**config.mk**
```make
export PLATFORM = sky130hd
export DESIGN_NAME = uart_pixel_rx
export DESIGN_NICKNAME = d
export VERILOG_FILES = /design/src/rtl/uart_pixel_rx_pkg.sv /design/src/rtl/uart_rx_byte.sv /design/src/rtl/uart_pixel_rx.sv
export SDC_FILE = /design/constraint.sdc
export NUM_CORES = 1
export LEC_CHECK = 0
export ABC_AREA = 1
export CAP_MARGIN = 0
export CORE_MARGIN = 10
export CORE_UTILIZATION = 55
export CTS_CLUSTER_DIAMETER = 50
export DETAILED_ROUTE_END_ITERATION = 7
export PLACE_DENSITY = 0.88
export SLEW_MARGIN = 0
export SYNTH_ARGS = -nofsm -noshare
export SYNTH_HDL_FRONTEND = slang
export SYNTH_SLANG_ARGS = --single-unit
```
**constraint.sdc**
```tcl
create_clock -name clk -period 2.4 [get_ports clk]
set_input_delay 0.6 -clock clk [delete_from_list [all_inputs] [get_ports clk]]
set_output_delay 0.6 -clock clk [all_outputs]
set_load 0.005 [all_outputs]
```
**src/rtl/uart_pixel_rx_pkg.sv**
```systemverilog
// Shared types and constants for the UART pixel receiver.
// Build option: define RX_PARITY_EN for an 8E1 frame with an even-parity bit.
package uart_pixel_rx_pkg;

    localparam int unsigned TICK_PER_HALF_DEF = 2604;
    localparam int unsigned BPP_DEF           = 3;
    localparam int unsigned HIEGHT_DEF        = 30;
    localparam int unsigned WIDTH_DEF         = 30;

    function automatic int unsigned pixels_f(input int unsigned h, input int unsigned w);
        return h * w;
    endfunction

    function automatic int unsigned sz_f(input int unsigned bpp);
        return 8 * bpp - 1;
    endfunction

    // At least one address bit, even for a single-pixel image
    function automatic int unsigned addr_w_f(input int unsigned pixels);
        return (pixels > 1) ? $clog2(pixels) : 1;
    endfunction

    localparam int unsigned PIXELS = pixels_f(HIEGHT_DEF, WIDTH_DEF);
    localparam int unsigned SZ     = sz_f(BPP_DEF);
    localparam int unsigned ADDR_W = addr_w_f(PIXELS);

`ifdef RX_PARITY_EN
    typedef enum logic [2:0] {B_IDLE, B_START, B_DATA, B_PARITY, B_STOP} byte_state_e;
`else
    typedef enum logic [1:0] {B_IDLE, B_START, B_DATA, B_STOP} byte_state_e;
`endif

    typedef enum logic [1:0] {TOP_WAIT, TOP_ARMED, TOP_FULL} top_state_e;

endpackage

```
**src/rtl/uart_rx_byte.sv**
```systemverilog
// UART byte receiver: synchronizer, start-bit qualification, LSB-first data, stop check.
// Build option: RX_PARITY_EN adds an even-parity bit after bit 7.
module uart_rx_byte
    import uart_pixel_rx_pkg::*;
#(
    parameter int unsigned TICK_PER_HALF = TICK_PER_HALF_DEF
) (
    input  logic       clk,
    input  logic       rst,
    input  logic       armed,
    input  logic       rx,
    output logic       byte_valid,
    output logic [7:0] byte_data,
    output logic       byte_err,
    output logic       rx_active
);

    localparam int unsigned BIT_T = 2 * TICK_PER_HALF;
    localparam int unsigned CNT_W = (BIT_T > 1) ? $clog2(BIT_T) : 1;
    localparam logic [CNT_W-1:0] HALF_END = CNT_W'(TICK_PER_HALF - 1);
    localparam logic [CNT_W-1:0] BIT_END  = CNT_W'(BIT_T - 1);

    byte_state_e      state_q, state_d;
    logic [CNT_W-1:0] cnt_q, cnt_d;
    logic [2:0]       bit_q, bit_d;
    logic [7:0]       shift_q, shift_d;
    logic             rx_s1_q, rx_s2_q, rx_prev_q;
    logic             valid_q, valid_d;
    logic             err_q, err_d;
    logic             active_q, active_d;
    logic [7:0]       data_q;
`ifdef RX_PARITY_EN
    logic             par_bad_q, par_bad_d;
`endif

    // Two-flop synchronizer plus one delayed copy for falling-edge detection
    always_ff @(posedge clk or negedge rst) begin
        if (!rst) begin
            rx_s1_q   <= 1'b1;
            rx_s2_q   <= 1'b1;
            rx_prev_q <= 1'b1;
        end else begin
            rx_s1_q   <= rx;
            rx_s2_q   <= rx_s1_q;
            rx_prev_q <= rx_s2_q;
        end
    end

    always_ff @(posedge clk or negedge rst) begin
        if (!rst) begin
            state_q   <= B_IDLE;
            cnt_q     <= '0;
            bit_q     <= '0;
            shift_q   <= '0;
            valid_q   <= 1'b0;
            err_q     <= 1'b0;
            active_q  <= 1'b0;
            data_q    <= '0;
`ifdef RX_PARITY_EN
            par_bad_q <= 1'b0;
`endif
        end else begin
            state_q   <= state_d;
            cnt_q     <= cnt_d;
            bit_q     <= bit_d;
            shift_q   <= shift_d;
            valid_q   <= valid_d;
            err_q     <= err_d;
            active_q  <= active_d;
            if (valid_d) data_q <= shift_q;
`ifdef RX_PARITY_EN
            par_bad_q <= par_bad_d;
`endif
        end
    end

    always_comb begin
        state_d   = state_q;
        cnt_d     = cnt_q + CNT_W'(1);
        bit_d     = bit_q;
        shift_d   = shift_q;
        valid_d   = 1'b0;
        err_d     = 1'b0;
`ifdef RX_PARITY_EN
        par_bad_d = par_bad_q;
`endif
        case (state_q)
            B_IDLE: begin
                cnt_d = '0;
                if (armed && rx_prev_q && !rx_s2_q) state_d = B_START;
            end
            // A start bit that is high again at mid-bit was a glitch
            B_START: begin
                if (cnt_q == HALF_END) begin
                    cnt_d     = '0;
                    bit_d     = '0;
`ifdef RX_PARITY_EN
                    par_bad_d = 1'b0;
`endif
                    state_d   = rx_s2_q ? B_IDLE : B_DATA;
                end
            end
            B_DATA: begin
                if (cnt_q == BIT_END) begin
                    cnt_d   = '0;
                    shift_d = {rx_s2_q, shift_q[7:1]};
                    bit_d   = bit_q + 3'd1;
                    if (bit_q == 3'd7) begin
`ifdef RX_PARITY_EN
                        state_d = B_PARITY;
`else
                        state_d = B_STOP;
`endif
                    end
                end
            end
`ifdef RX_PARITY_EN
            B_PARITY: begin
                if (cnt_q == BIT_END) begin
                    cnt_d     = '0;
                    par_bad_d = rx_s2_q ^ (^shift_q);
                    state_d   = B_STOP;
                end
            end
`endif
            B_STOP: begin
                if (cnt_q == BIT_END) begin
                    cnt_d   = '0;
                    state_d = B_IDLE;
`ifdef RX_PARITY_EN
                    if (rx_s2_q && !par_bad_q) valid_d = 1'b1;
`else
                    if (rx_s2_q) valid_d = 1'b1;
`endif
                    else err_d = 1'b1;
                end
            end
            default: state_d = B_IDLE;
        endcase
        active_d = (state_d != B_IDLE);
    end

    assign byte_valid = valid_q;
    assign byte_data  = data_q;
    assign byte_err   = err_q;
    assign rx_active  = active_q;

endmodule

```
**src/rtl/uart_pixel_rx.sv**
```systemverilog
// Receives one frame of HIEGHT*WIDTH pixels over UART and emits pixel write strobes.
// Build option: RX_PARITY_EN (passed through to the byte receiver).
module uart_pixel_rx
    import uart_pixel_rx_pkg::*;
#(
    parameter  int unsigned TICK_PER_HALF = TICK_PER_HALF_DEF,
    parameter  int unsigned BPP           = BPP_DEF,
    parameter  int unsigned HIEGHT        = HIEGHT_DEF,
    parameter  int unsigned WIDTH         = WIDTH_DEF,
    localparam int unsigned NPIX          = pixels_f(HIEGHT, WIDTH),
    localparam int unsigned AW            = addr_w_f(NPIX),
    localparam int unsigned DW            = sz_f(BPP) + 1
) (
    input  logic          clk,
    input  logic          rst,
    input  logic          start,
    input  logic          rx,
    output logic          wr_en,
    output logic [AW-1:0] wr_addr,
    output logic [DW-1:0] wr_data,
    output logic          rx_active,
    output logic          done,
    output logic          frame_err
);

    localparam int unsigned CW = (BPP > 1) ? $clog2(BPP) : 1;

    top_state_e    top_q, top_d;
    logic [CW-1:0] cnt_q, cnt_d;
    logic [DW-1:0] pix_q, pix_d;
    logic [DW-1:0] data_q, data_d;
    logic [AW-1:0] addr_q, addr_d;
    logic          wr_en_q, wr_en_d;
    logic          done_q, done_d;
    logic          err_q, err_d;
    logic          byte_valid, byte_err;
    logic [7:0]    byte_data;

    uart_rx_byte #(.TICK_PER_HALF(TICK_PER_HALF)) u_byte (
        .clk        (clk),
        .rst        (rst),
        .armed      (top_q == TOP_ARMED),
        .rx         (rx),
        .byte_valid (byte_valid),
        .byte_data  (byte_data),
        .byte_err   (byte_err),
        .rx_active  (rx_active)
    );

    always_ff @(posedge clk or negedge rst) begin
        if (!rst) begin
            top_q   <= TOP_WAIT;
            cnt_q   <= '0;
            pix_q   <= '0;
            data_q  <= '0;
            addr_q  <= '0;
            wr_en_q <= 1'b0;
            done_q  <= 1'b0;
            err_q   <= 1'b0;
        end else begin
            top_q   <= top_d;
            cnt_q   <= cnt_d;
            pix_q   <= pix_d;
            data_q  <= data_d;
            addr_q  <= addr_d;
            wr_en_q <= wr_en_d;
            done_q  <= done_d;
            err_q   <= err_d;
        end
    end

    always_comb begin
        top_d   = top_q;
        cnt_d   = cnt_q;
        pix_d   = pix_q;
        data_d  = data_q;
        addr_d  = addr_q;
        wr_en_d = 1'b0;
        done_d  = done_q;
        err_d   = err_q;
        case (top_q)
            TOP_WAIT, TOP_FULL: begin
                if (start) begin
                    top_d  = TOP_ARMED;
                    cnt_d  = '0;
                    pix_d  = '0;
                    addr_d = '0;
                    done_d = 1'b0;
                    err_d  = 1'b0;
                end
            end
            TOP_ARMED: begin
                // Address advances after the write cycle so it is stable during wr_en
                if (wr_en_q) addr_d = addr_q + AW'(1);
                if (byte_err) begin
                    err_d = 1'b1;
                    cnt_d = '0;
                    pix_d = '0;
                end else if (byte_valid) begin
                    if (cnt_q == CW'(BPP - 1)) begin
                        wr_en_d = 1'b1;
                        data_d  = DW'({pix_q, byte_data});
                        cnt_d   = '0;
                        pix_d   = '0;
                        if (addr_q == AW'(NPIX - 1)) begin
                            done_d = 1'b1;
                            top_d  = TOP_FULL;
                        end
                    end else begin
                        pix_d = DW'({pix_q, byte_data});
                        cnt_d = cnt_q + CW'(1);
                    end
                end
            end
            default: top_d = TOP_WAIT;
        endcase
    end

    assign wr_en     = wr_en_q;
    assign wr_addr   = addr_q;
    assign wr_data   = data_q;
    assign done      = done_q;
    assign frame_err = err_q;

endmodule

```
==> impl_metrics.csv <==
group,metric,value,unit
run_status,status,"complete, no violations",
timing,rsz0062_at_grt,"no",
logic_synthesis,yosysTopAreaCellShare,54.45,%
timing,hold_viol_final,0,
logic_synthesis,syn_avg_cell_area,8.763,µm²
die,core_area,0.007687,mm²
worst_setup_path,startpoint,"u_byte.cnt_q[0]",
pwr,vdd_drop_max,0.5572,mV
global_route,antenna_found_initial,0,
worst_setup_path,reg2reg_from,"u_byte.cnt_q[0]",
logic_synthesis,ys_warn_count,0,
placement,gp_congestion,0.9256,
cts,cts_setup_buffers,0,
logic_synthesis,yosysSeqAreaShare,56.27,%
timing,post-route-period-util,84.01,%
route,ant_nets,0,
logic_synthesis,syn-num-nets,505,
die,chipHeight,108.6,µm
timing,fin_crit,2.016,ns
cts,cts.hold.buffers_added,0,
timing,setup_viol,0,
die,die_area,0.01180,mm²
cts,clk_latency,0.38,ns
route,via_per_inst,5.353,
cts,post_cts_resized,0,
timing,tightestPinTransition,0.6981,ns
route,dr.pass1.iters,5,
logic_synthesis,async_flop_share,100.0,%
route,drc,0,
final_layout,nets,550,
logic_synthesis,synth_edf_count,0,
cts,clk_pin_slew,0.10,ns
die,fp.dieW,108.6,µm
logic_synthesis,synthTopCellsByCount,"nand2_1, dfrtp_1, inv_1",
logic_synthesis,synth_flop_cell,"dfrtp_1",
cts,cts_buffers,9,
pwr,p_leak,2.336,nW
pwr,power_per_cell_area,603.9,mW/mm²
worst_setup_path,start_kind,"register",
logic_synthesis,synthMostInstantiatedCell,"nand2_1",
logic_synthesis,synthesis.area,0.004320,mm²
cts,root_buffer,"clkbuf_8",
global_route,grt_pass1_vias,3400,
cts,htreeDepth,3,
logic_synthesis,yosysTopAreaCell,"dfrtp_1",
final_layout,area_growth,17.29,%
timing,finalSetupTns,0,ns
worst_setup_path,arrival,2.26,ns
timing,skew,0.01305,ns
worst_setup_path,worstPathRequired,2.64,ns
final_layout,nFillCells,586,
flow_run,drv_cap,0,
logic_synthesis,synth_top_cells_by_area,"dfrtp_1, nand2_1, nand3_1, o21ai_0, inv_1",
placement,portBuffers,41,
cts,cts.sinks,97,
global_route,grt_max_degree,55,
logic_synthesis,postSynthCellCount,493,
route,wirelength,8900,µm
route,routedWlPerCell,13.80,µm
final_layout,drive_above_1_share,9.024,%
logic_synthesis,yosys_register_bits,97,
route,drtIter0Drc,280,
worst_setup_path,crit_fanout,12,
pwr,p_total,3.060,mW
min_path,hp-class,"input pin to async pin",
cts,clock_path_buffers,2,
cts,cts_tree,"done",
die,start_util,56.20,%
placement,hpwlAfterDp,6308,µm
logic_synthesis,synth_cell_types,32,
die,rows,32,
timing,max_freq,0.4960,GHz
global_route,grt_pass1_wl,15370,µm
route,vias,3453,
worst_setup_path,setup.worst_path.end_class,"register",
timing,relSlewSlack,53.46,%
global_route,grt_remaining_overflow,0,
final_layout,diodes,0,
die,io_pins,42,
worst_setup_path,worstSetupPathType,"register to register",
timing,maxSlewViolCount,0,
global_route,grt_usage,15.94,%
through the flow:
step	area, µm²	instances	setup WS, ns	hold WS (ns)	util [%]
after floorplan	4320	493	0.7580	0.3044	-
after global placement	4857	629	0.3640	0.3487	63.18
after detailed placement	4857	629	0.3005	0.3520	63.18
after CTS	5067	645	0.3912	0.2885	65.92
after global routing	5067	645	0.2276	0.3019	65.92
final	5067	645	0.3838	0.2586	65.92
area by class of cell:
| class | count | area [µm²] | share of cell area, % |
|---|---|---|---|
| clock buffer | 9 | 123.9 | 2.444 |
| tap | 102 | 127.6 | 2.519 |
| multi-input combinational | 324 | 1603 | 31.63 |
| timing repair buffer | 46 | 470.5 | 9.284 |
| sequential | 97 | 2431 | 47.98 |
| inverter | 60 | 225.2 | 4.444 |
| clock inverter | 7 | 86.33 | 1.704 |
critical path, cell delays in order (launching register included):
cell     delay, ns
dfrtp_1       0.38
ha_1          0.29
nand2_1       0.12
nor2_1        0.16
nand3_2       0.13
inv_2         0.14
o21ai_2       0.10
o21ai_2       0.46
nor2_1        0.12
sequential cells by signal, indices dropped and copies added, names as in the netlist, 2 cells and up:
signal	flops
wr_data	24
u_byte.byte_data	8
u_byte.state_q	2
wr_addr	10
top_q	2
cnt_q	2
u_byte.cnt_q	13
u_byte.shift_q	8
pix_q	16
u_byte.bit_q	3
layout by cell type, fill, tap and decap left out, types with 3 or more instances in the layout:
cell	n
dfstp_2	3
ha_1	8
dfrtp_1	94
nor2_1	36
clkdlybuf4s50_1	40
nand4_1	8
xor2_1	4
nand2_1	131
inv_1	52
a21oi_1	8
buf_4	4
nand3_1	39
clkbuf_8	9
o21ai_1	22
inv_2	8
o21ai_0	39
clkinv_8	3
nor2_4	3
nor3_1	8
path summary, 6_finish.rpt:
kind	end	slack [ns]	cells past startpoint
hold reg to reg	u_byte.rx_s2_q	0.36	0
setup reg to reg	u_byte.cnt_q[11]	0.38	8
hold / removal	u_byte.cnt_q[4]	0.26	1
min in group clk	u_byte.rx_s2_q	0.36	0
setup / recovery	u_byte.cnt_q[11]	0.38	8
max in group asynchronous	u_byte.rx_s2_q	1.47	2
per-layer routing:
layer | routed length [µm] | up-vias | global-route usage (%)
met5 | 0 | - | 0
met4 | 148 | 0 | 5.556
met3 | 484 | 16 | 3.835
met2 | 4485 | 92 | 27.16
met1 | 3782 | 1679 | 19.40
li1 | - | 1666 | -
kinds of logic after synthesis:
logic type / Yosys count / share of synthesized area [%]
fa+ha+maj: 8 / 2.317
compound gates: 74 / 8.891
flops: 97 / 56.27
buf+inv: 72 / 6.632
simple gates: 237 / 24.88
xor+xnor: 5 / 1.014
power breakdown:
part / internal, mW / switching (mW)
Combinational: 0.105 / 0.183
Clock: 0.419 / 0.646
Sequential: 1.67 / 0.0329
Note: power is estimated with default switching activity, not from simulation.
